File: src/rtl/seq_mult.sv
// -----------------------------------------------------------------------------
// seq_mult
//   Iterative shift-add multiplier. Responder side of the controller's
//   mult_reset / mult_load / mult_done handshake. Multiplies op_a (ACC) by
//   op_b (MDR), one partial product per clock. The product appears WIDTH
//   clocks after the operands are captured. It is then held, with mult_done
//   high, until the controller clears the engine with mult_reset.
//
// Ports
//   clk           rising-edge clock
//   rst_n         asynchronous reset, active-low
//   mult_reset    synchronous clear of the engine (level, highest priority)
//   mult_load     start request; operands captured in IDLE (level)
//   op_a          multiplicand, unsigned, WIDTH bits
//   op_b          multiplier, unsigned, WIDTH bits
//   mult_done     result valid (registered)
//   mult_busy     iteration in progress (registered)
//   mult_product  full 2*WIDTH-bit unsigned product
//   mult_result   low WIDTH bits of the product (value written back to ACC)
// -----------------------------------------------------------------------------
module seq_mult #(
    parameter int WIDTH = 8,
    parameter int CNT_W = 4
) (
    input  logic                 clk,
    input  logic                 rst_n,
    input  logic                 mult_reset,
    input  logic                 mult_load,
    input  logic [WIDTH-1:0]     op_a,
    input  logic [WIDTH-1:0]     op_b,
    output logic                 mult_done,
    output logic                 mult_busy,
    output logic [2*WIDTH-1:0]   mult_product,
    output logic [WIDTH-1:0]     mult_result
);

    typedef enum logic [1:0] {
        IDLE = 2'd0,
        BUSY = 2'd1,
        DONE = 2'd2
    } state_t;

    localparam logic [CNT_W-1:0] LAST_CNT = CNT_W'(WIDTH - 1);

    state_t               state;
    state_t               state_next;
    logic                 done_next;
    logic                 busy_next;
    logic                 last_step;

    logic [2*WIDTH-1:0]   mcand;
    logic [2*WIDTH-1:0]   product;
    logic [WIDTH-1:0]     mplier;
    logic [CNT_W-1:0]     cnt;

    assign last_step = (cnt == LAST_CNT);

    // State register
    always_ff @(posedge clk or negedge rst_n) begin
        if (!rst_n) begin
            state <= IDLE;
        end else begin
            state <= state_next;
        end
    end

    // Next-state logic: mult_reset beats mult_load beats iteration.
    // Once in DONE only mult_reset (or rst_n) gets the engine back to IDLE.
    always_comb begin
        state_next = state;
        if (mult_reset) begin
            state_next = IDLE;
        end else begin
            case (state)
                IDLE:    if (mult_load) state_next = BUSY;
                BUSY:    if (last_step) state_next = DONE;
                DONE:    state_next = DONE;
                default: state_next = IDLE;
            endcase
        end
    end

    // Output decode from the next state, so the flags are registered
    // and change on the same edge as the state itself.
    always_comb begin
        done_next = (state_next == DONE);
        busy_next = (state_next == BUSY);
    end

    always_ff @(posedge clk or negedge rst_n) begin
        if (!rst_n) begin
            mult_done <= 1'b0;
            mult_busy <= 1'b0;
        end else begin
            mult_done <= done_next;
            mult_busy <= busy_next;
        end
    end

    // Shift-add datapath. The multiplicand is zero-extended to 2*WIDTH and
    // shifted left each step, so the accumulated sum of WIDTH partial
    // products always fits in 2*WIDTH bits. No early exit on zero operands:
    // latency is fixed at WIDTH steps.
    always_ff @(posedge clk or negedge rst_n) begin
        if (!rst_n) begin
            mcand   <= '0;
            mplier  <= '0;
            product <= '0;
            cnt     <= '0;
        end else if (mult_reset) begin
            mcand   <= '0;
            mplier  <= '0;
            product <= '0;
            cnt     <= '0;
        end else if (state == IDLE && mult_load) begin
            mcand   <= {{WIDTH{1'b0}}, op_a};
            mplier  <= op_b;
            product <= '0;
            cnt     <= '0;
        end else if (state == BUSY) begin
            if (mplier[0]) begin
                product <= product + mcand;
            end
            mcand  <= mcand << 1;
            mplier <= mplier >> 1;
            cnt    <= cnt + CNT_W'(1);
        end
    end

    // Low half is also the two's-complement product modulo 2**WIDTH.
    assign mult_product = product;
    assign mult_result  = product[WIDTH-1:0];

endmodule

File: config.mk
export PLATFORM = sky130hd
export DESIGN_NAME = seq_mult
export DESIGN_NICKNAME = d
export VERILOG_FILES = /design/src/rtl/seq_mult.sv
export SDC_FILE = /design/constraint.sdc
export NUM_CORES = 1
export LEC_CHECK = 0
export ABC_AREA = 1
export CORE_MARGIN = 2
export CORE_UTILIZATION = 53
export DETAILED_ROUTE_END_ITERATION = 12
export HOLD_SLACK_MARGIN = 0.15
export PLACE_DENSITY = 0.89
export RECOVER_POWER = 50
export SYNTH_ARGS = -nofsm -noshare
export SYNTH_HDL_FRONTEND = slang
export SYNTH_SLANG_ARGS = --single-unit
File: constraint.sdc
create_clock -name clk -period 2.1 [get_ports clk]
set_input_delay 0.42 -clock clk [delete_from_list [all_inputs] [get_ports clk]]
set_output_delay 0.42 -clock clk [all_outputs]
set_load 0.03 [all_outputs]
==> summary.txt, run 1 <==
GRT
  • Initial antenna violation count: 0
  • Total grt overflow: 0
  • Largest net degree at the start of global routing: 25
  • GRT Total Usage: 22.8%
  • Vias in the first global route: 2623
  • Global-route wire length before repair: 11.4 mm

Yosys
  • Mapped Cells: 403
  • Mapped Area: 0.00303 mm2
  • Post-synth cell types: 32
  • Sequential share of the synthesized area: 39.6%
  • Mapped Nets: 440
  • Syn avg cell area: 7.53 um2
  • Syn. warnings: 0
  • #FFs+latches synth: 48

STA
  • Relative slew slack: 35.7%
  • Sum Neg Setup Slack: 0 ps
  • Max-slew violations: 0
  • Final hold violation count: 0
  • Worst Skew: 5.18 ps
  • Final setup fails: 0
  • Slew @ Worst Pin: 964 ps
  • Final Cycle Share: 90.8%
  • Hold Slack: 522 ps
  • Min cycle time layout: 1910 ps
  • RSZ-0062 raised after global routing: false
  • Max Fclk: 525 MHz

Min path
  • Worst hold start: mplier[4]
  • Tightest Hold Check Type: flip-flop to flip-flop
  • Hold EP: mplier[4]
  • Worst Hold Depth: 2

Clock network
  • CTS tree: yes
  • Post CTS Setup Buffer Count: 0
  • Clock sink count: 48
  • Clock insertion delay at the later pin of the skew report: 310 ps
  • CTS buffer count: 5
  • CTS Buffer Depth: 2
  • Depth of the CTS H-tree: 2
  • Clock root buffer master: clkbuf_8
  • Clock-pin slew on the worst setup and hold paths: 100 ps

Critical path
  • Worst Path Buf+Inv: 2
  • R2R depth: 11
  • Crit Path Max Fanout: 4
  • Worst EP required: 2310 ps
  • CP max-delay cell: dfrtp_1
  • Worst setup SP type: flip-flop
  • Kind of critical path: flip-flop to flip-flop
  • Reg-to-Reg Start: mult_product[0]
  • R2R setup slack: 190 ps
  • Worst Setup End Kind: flip-flop
  • Crit path top cell by count: nand3_1
  • Crit-path leading delay family: simple AND/OR/NAND/NOR gates
  • WP depth: 11
  • FF-to-FF End: mult_product[12]
  • Max incr delay on CP: 430 ps
  • Worst-path cell chain: ha_1 -> inv_1 -> fa_1 -> inv_1 -> nand3_1 -> nand3_1 -> nand3_1 -> nand3_1 -> nand2_1 -> nand3_1 -> nand2_1
  • Arr. time, crit path: 2120 ps

Placement
  • Cell count after placement: 507
  • Routability Congestion: 0.885
  • IO buf count: 45
  • Hpwl dp: 4.99 mm

Floorplanning
  • Height of the die: 79.7 um
  • Ports: 46
  • DIE AREA: 0.00635 mm2
  • Starting Density: 55.1%
  • Core Box Area: 0.00551 mm2
  • Die width: 79.7 um
  • Core Rows: 27

Routing
  • Drt pass-1 iters: 4
  • Vias: 2661
  • # DRC: 0
  • DRT antenna net count: 0
  • Vias/cell: 5.16
  • Routed WL: 6.57 mm
  • Wire per inst: 12.7 um
  • DRT iter0 DRCs: 199

Power and ir drop
  • Pwr dens: 560 mW/mm2
  • Leakage power: 1.84 nW
  • VDD IR-drop max: 0.459 mV

Cells and area
  • Share of layout cells above drive strength 1: 5.86%
  • Syn-to-layout area delta: 18.3%
  • Filler instances: 454
  • Nets@finish: 480
  • Most frequent cells in the layout: 136 x nand2_1, 50 x inv_1, 48 x dfrtp_1, 43 x clkdlybuf4s50_1, 30 x nand3_1
  • Finished Layout Cells: 516
  • Antenna Cells: 0
  • Most common cell after layout, fill and taps aside: nand2_1

Job
  • Max cap viols: 0

Run status
  • Status: finished, final reports clean
## report_power, final
| part | switching (mW) | leakage, nW | internal, mW |
|---|---|---|---|
| Sequential | 0.0264 | 0.658 | 0.961 |
| Clock | 0.365 | 0.0607 | 0.368 |
| Combinational | 0.178 | 1.12 | 0.112 |
| Total | 0.570 | 1.84 | 1.44 |
## worst min-delay path: cells and delay by family, from the launching register on
kind            cells  cell delay, ps
compound gates      1              60
flops               1             360
simple gates        1              70
## sequential cells by signal (all words and copies together) (netlist names)
name,count
state,2
mplier,8
mult_done,1
mult_busy,1
mult_product,16
mcand,16
cnt,4
## layout make-up
type	instances	area [um2]	share of cell area [%]
clock buffers	5	68.8	1.92
clock inverters	3	50.0	1.39
inverters	54	208	5.79
multi-input cells	283	1490	41.5
flip-flops and latches	48	1200	33.5
well taps	72	90.1	2.51
repair buffers	51	483	13.5
## synthesized netlist by cell type
cell,instances,area (um2)
nand2_1,135,507
inv_1,49,184
dfrtp_1,48,1200
nand3_1,30,150
a21oi_1,20,100
nor2_1,18,67.6
o21ai_0,17,85.1
ha_1,16,200
buf_4,9,67.6
o22ai_1,8,50.1
mux2i_1,6,60.1
nor3_1,5,25.0
buf_2,4,20.0
buf_6,3,33.8
inv_2,3,11.3
nand2_4,3,33.8
nand3b_1,3,22.5
o21ai_1,3,15.0
o21ai_2,3,26.3
xnor2_1,3,26.3
xor2_1,3,26.3
clkbuf_1,2,7.51
inv_4,2,12.5
nand4_1,2,12.5
a22o_1,1,8.76
and2_1,1,6.26
fa_1,1,20.0
nand3_2,1,10.0
nor2_2,1,6.26
nor2_4,1,11.3
nor2_8,1,20.0
or2_2,1,6.26
## layer usage
layer	routed length, um	GRT usage (%)
met5	0	0
met4	97	8.28
met3	293	3.73
met2	3220	39.1
met1	2950	28.8
## kinds of logic (layout without fill, tap and decap cells)
family	after synthesis	count (layout)	share of synthesized area [%]
multiplexers	6	6	1.98
XOR/XNOR	6	6	1.73
AO/OA/AOI/OAI	52	52	9.40
AND/OR/NAND/NOR	202	202	28.9
flip-flops	48	48	39.6
buffers and inverters	72	113	11.1
adder cells (fa/ha/maj)	17	17	7.26
## how the worst max path moves through the flow
stage	start	to	slack [ps]
floorplan	mult_product[0]	mult_product[12]	260
global placement	mult_reset	mplier[3]	160
detailed placement	mult_reset	mplier[2]	80
CTS	mult_product[0]	mult_product[12]	190
global route	mult_reset	mplier[4]	60
finish	mult_product[0]	mult_product[12]	190
## stage by stage
stage	total power, mW	util [%]	setup slack (ps)	cell area, um2
6_report	2.01	65.2	194	3590
3_5_place_dp	1.30	63.2	75.9	3480
2_1_floorplan	1.19	-	262	3030
3_3_place_gp	1.28	63.2	157	3480
4_1_cts	2.02	65.5	195	3610
5_1_grt	2.10	65.2	61.5	3590
## timing repair
action	4_1_cts	5_1_grt
resized for setup	0	0
endpoints found under the hold margin	16	0
hold buffers	1	0
No activity file was read; power rests on OpenSTA's default activity.
==> run 2: changes to the inputs <==
Settings changed: CORE_UTILIZATION 53 to 49, PLACE_DENSITY 0.89 to 0.86.
Clock period 2.1 ns to 1.6 ns, I/O delays scaled along.
==> run 2 against run 1 <==
  * The flow now finishes with violations (setup timing)
  * Combinational power increased by 64%
  * Routed wire length grew 24%
  * Design area up 15%
  * Non-clock buffer count rose by 34
  * Core utilization up 4.1 points
  * Register-to-register slack worse by 260 ps
  * Total power increased by 36%
  * Sequential power is 33% higher
  * Critical endpoint unchanged
  * Largest power group unchanged
==> summary.txt, run 2 (synthesis results as in run 1) <==
Run status
  • Status: complete, but fails checks
  • Failing checks: setup timing

Placement
  • IO buf count: 45
  • Routability Congestion: 0.967
  • Post-Place Setup Slack: -74.6 ps
  • Hpwl dp: 5.14 mm
  • Cell count after placement: 537

Floorplanning
  • DIE AREA: 0.00684 mm2
  • Starting Density: 50.9%
  • Core Box Area: 0.00596 mm2
  • Height of the die: 82.7 um
  • Die width: 82.7 um
  • Ports: 46
  • Core Rows: 28

Critical path
  • Max incr delay on CP: 450 ps
  • Crit path top cell by count: nor2_1
  • Crit Path Max Fanout: 5
  • CP max-delay cell: dfrtp_2
  • Arr. time, crit path: 1880 ps
  • Worst EP required: 1810 ps
  • Worst Setup End Kind: flip-flop
  • Worst setup SP type: flip-flop
  • Worst-path cell chain: ha_4 -> a21oi_1 -> nor2_1 -> nor2_1 -> nand4_1 -> nand3_2 -> nand2_1
  • Kind of critical path: flip-flop to flip-flop

STA
  • Final setup fails: 5
  • Sum Neg Setup Slack: -165 ps
  • Slew @ Worst Pin: 662 ps
  • Final Cycle Share: 104%
  • Setup ws final: -68.5 ps
  • Final hold violation count: 0
  • RSZ-0062 raised after global routing: true
  • Max-slew violations: 0
  • Relative slew slack: 55.9%
  • Worst Skew: 7.45 ps
  • Max Fclk: 599 MHz
  • Hold Slack: 503 ps
  • Min cycle time layout: 1670 ps

Clock network
  • Depth of the CTS H-tree: 2
  • CTS Buffer Depth: 2
  • Clock sink count: 48
  • Clock root buffer master: clkbuf_8
  • Clock insertion delay at the later pin of the skew report: 320 ps
  • CTS tree: yes
  • CTS buffer count: 5
  • Clock-pin slew on the worst setup and hold paths: 90 ps

Cells and area
  • Syn-to-layout area delta: 36.0%
  • Filler instances: 452
  • Antenna Cells: 0
  • Most common cell after layout, fill and taps aside: nand2_1
  • Share of layout cells above drive strength 1: 24.9%
  • Finished Layout Cells: 553
  • Most frequent cells in the layout: 123 x nand2_1, 45 x inv_1, 37 x dfrtp_1, 36 x buf_4, 23 x nand3_1
  • Nets@finish: 514

Power and ir drop
  • Net Sw Frac: 27.3%
  • Clock share of power: 35.1%
  • Sequential share of power: 47.6%
  • Leakage power: 2.12 nW
  • Pwr dens: 665 mW/mm2
  • Combinational Power Share: 17.3%
  • P_sw: 0.748 mW
  • Internal power: 2.00 mW
  • VDD IR-drop max: 0.463 mV

Routing
  • Vias: 3012
  • Routed WL: 8.13 mm
  • DRT iter0 DRCs: 172
  • DRT antenna net count: 0
  • Vias/cell: 5.45
  • # DRC: 0
  • Drt pass-1 iters: 5
  • Wire per inst: 14.7 um

GRT
  • GRT Total Usage: 24.2%
  • Vias in the first global route: 2780
  • Largest net degree at the start of global routing: 49
  • Global-route wire length before repair: 12.5 mm
  • Initial antenna violation count: 0
  • Total grt overflow: 0

Job
  • Max cap viols: 0

Min path
  • Tightest Hold Check Type: flip-flop to flip-flop
run 2: final timing paths:
check / from / to / slack [ps] / cells after the start
min in group asynchronous: rst_n / mult_product[7] / 660 / 3
hold reg to reg: mplier[7] / mplier[7] / 500 / 2
hold / removal: mplier[7] / mplier[7] / 500 / 2
max in group asynchronous: rst_n / mcand[6] / 460 / 3
setup / recovery: mcand[9] / mult_product[12] / -70 / 7
setup reg to reg: mcand[9] / mult_product[12] / -70 / 7
run 2: critical path, delay by kind of cell (launching register included):
kind	cells	cell delay, ps
simple gates	5	570
flops	1	450
fa+ha+maj	1	280
compound gates	1	260
run 2: cell type report:
class	count	area [um2]	area share, %
multi-input cells	283	1760	42.7
flip-flops and latches	48	1210	29.4
repair buffers	85	727	17.6
inverters	54	208	5.03
well taps	75	93.8	2.27
clock buffers	6	82.6	2.00
clock inverters	2	38.8	0.940
run 2: layer usage:
metal / vias to the layer above / share of wire (%) / track usage [%] / routed length [um]
met5: - / 0 / 0 / 0
met4: 0 / 3.8 / 10.0 / 308
met3: 43 / 6.3 / 5.65 / 511
met2: 155 / 50 / 41.5 / 4080
met1: 1386 / 40 / 29.2 / 3230
li1: 1428 / - / - / -
run 2: power by group through the flow:
stage / Sequential, mW / Clock, mW / Combinational [mW]
2_1_floorplan: 1.32 / 0 / 0.252
3_3_place_gp: 1.32 / 0 / 0.427
3_5_place_dp: 1.32 / 0 / 0.444
4_1_cts: 1.30 / 0.970 / 0.460
5_1_grt: 1.31 / 1.02 / 0.523
6_report: 1.31 / 0.962 / 0.474
run 2: metrics by stage:
stage / utilization (%) / power (mW) / cell area, um2
after floorplan: - / 1.57 / 3080
after global placement: 63.1 / 1.74 / 3760
after detailed placement: 63.1 / 1.76 / 3760
after CTS: 67.3 / 2.73 / 4010
after global routing: 69.3 / 2.86 / 4130
final: 69.3 / 2.74 / 4130
run 2: repair_timing:
item | in CTS | in global routing
gates cloned | 0 | 0
setup buffers | 2 | 5
hold buffers | 1 | 0
endpoints found under the hold margin | 48 | 0
pin swaps | 3 | 12
setup endpoints to repair | 32 | 16
resized for setup | 45 | 31
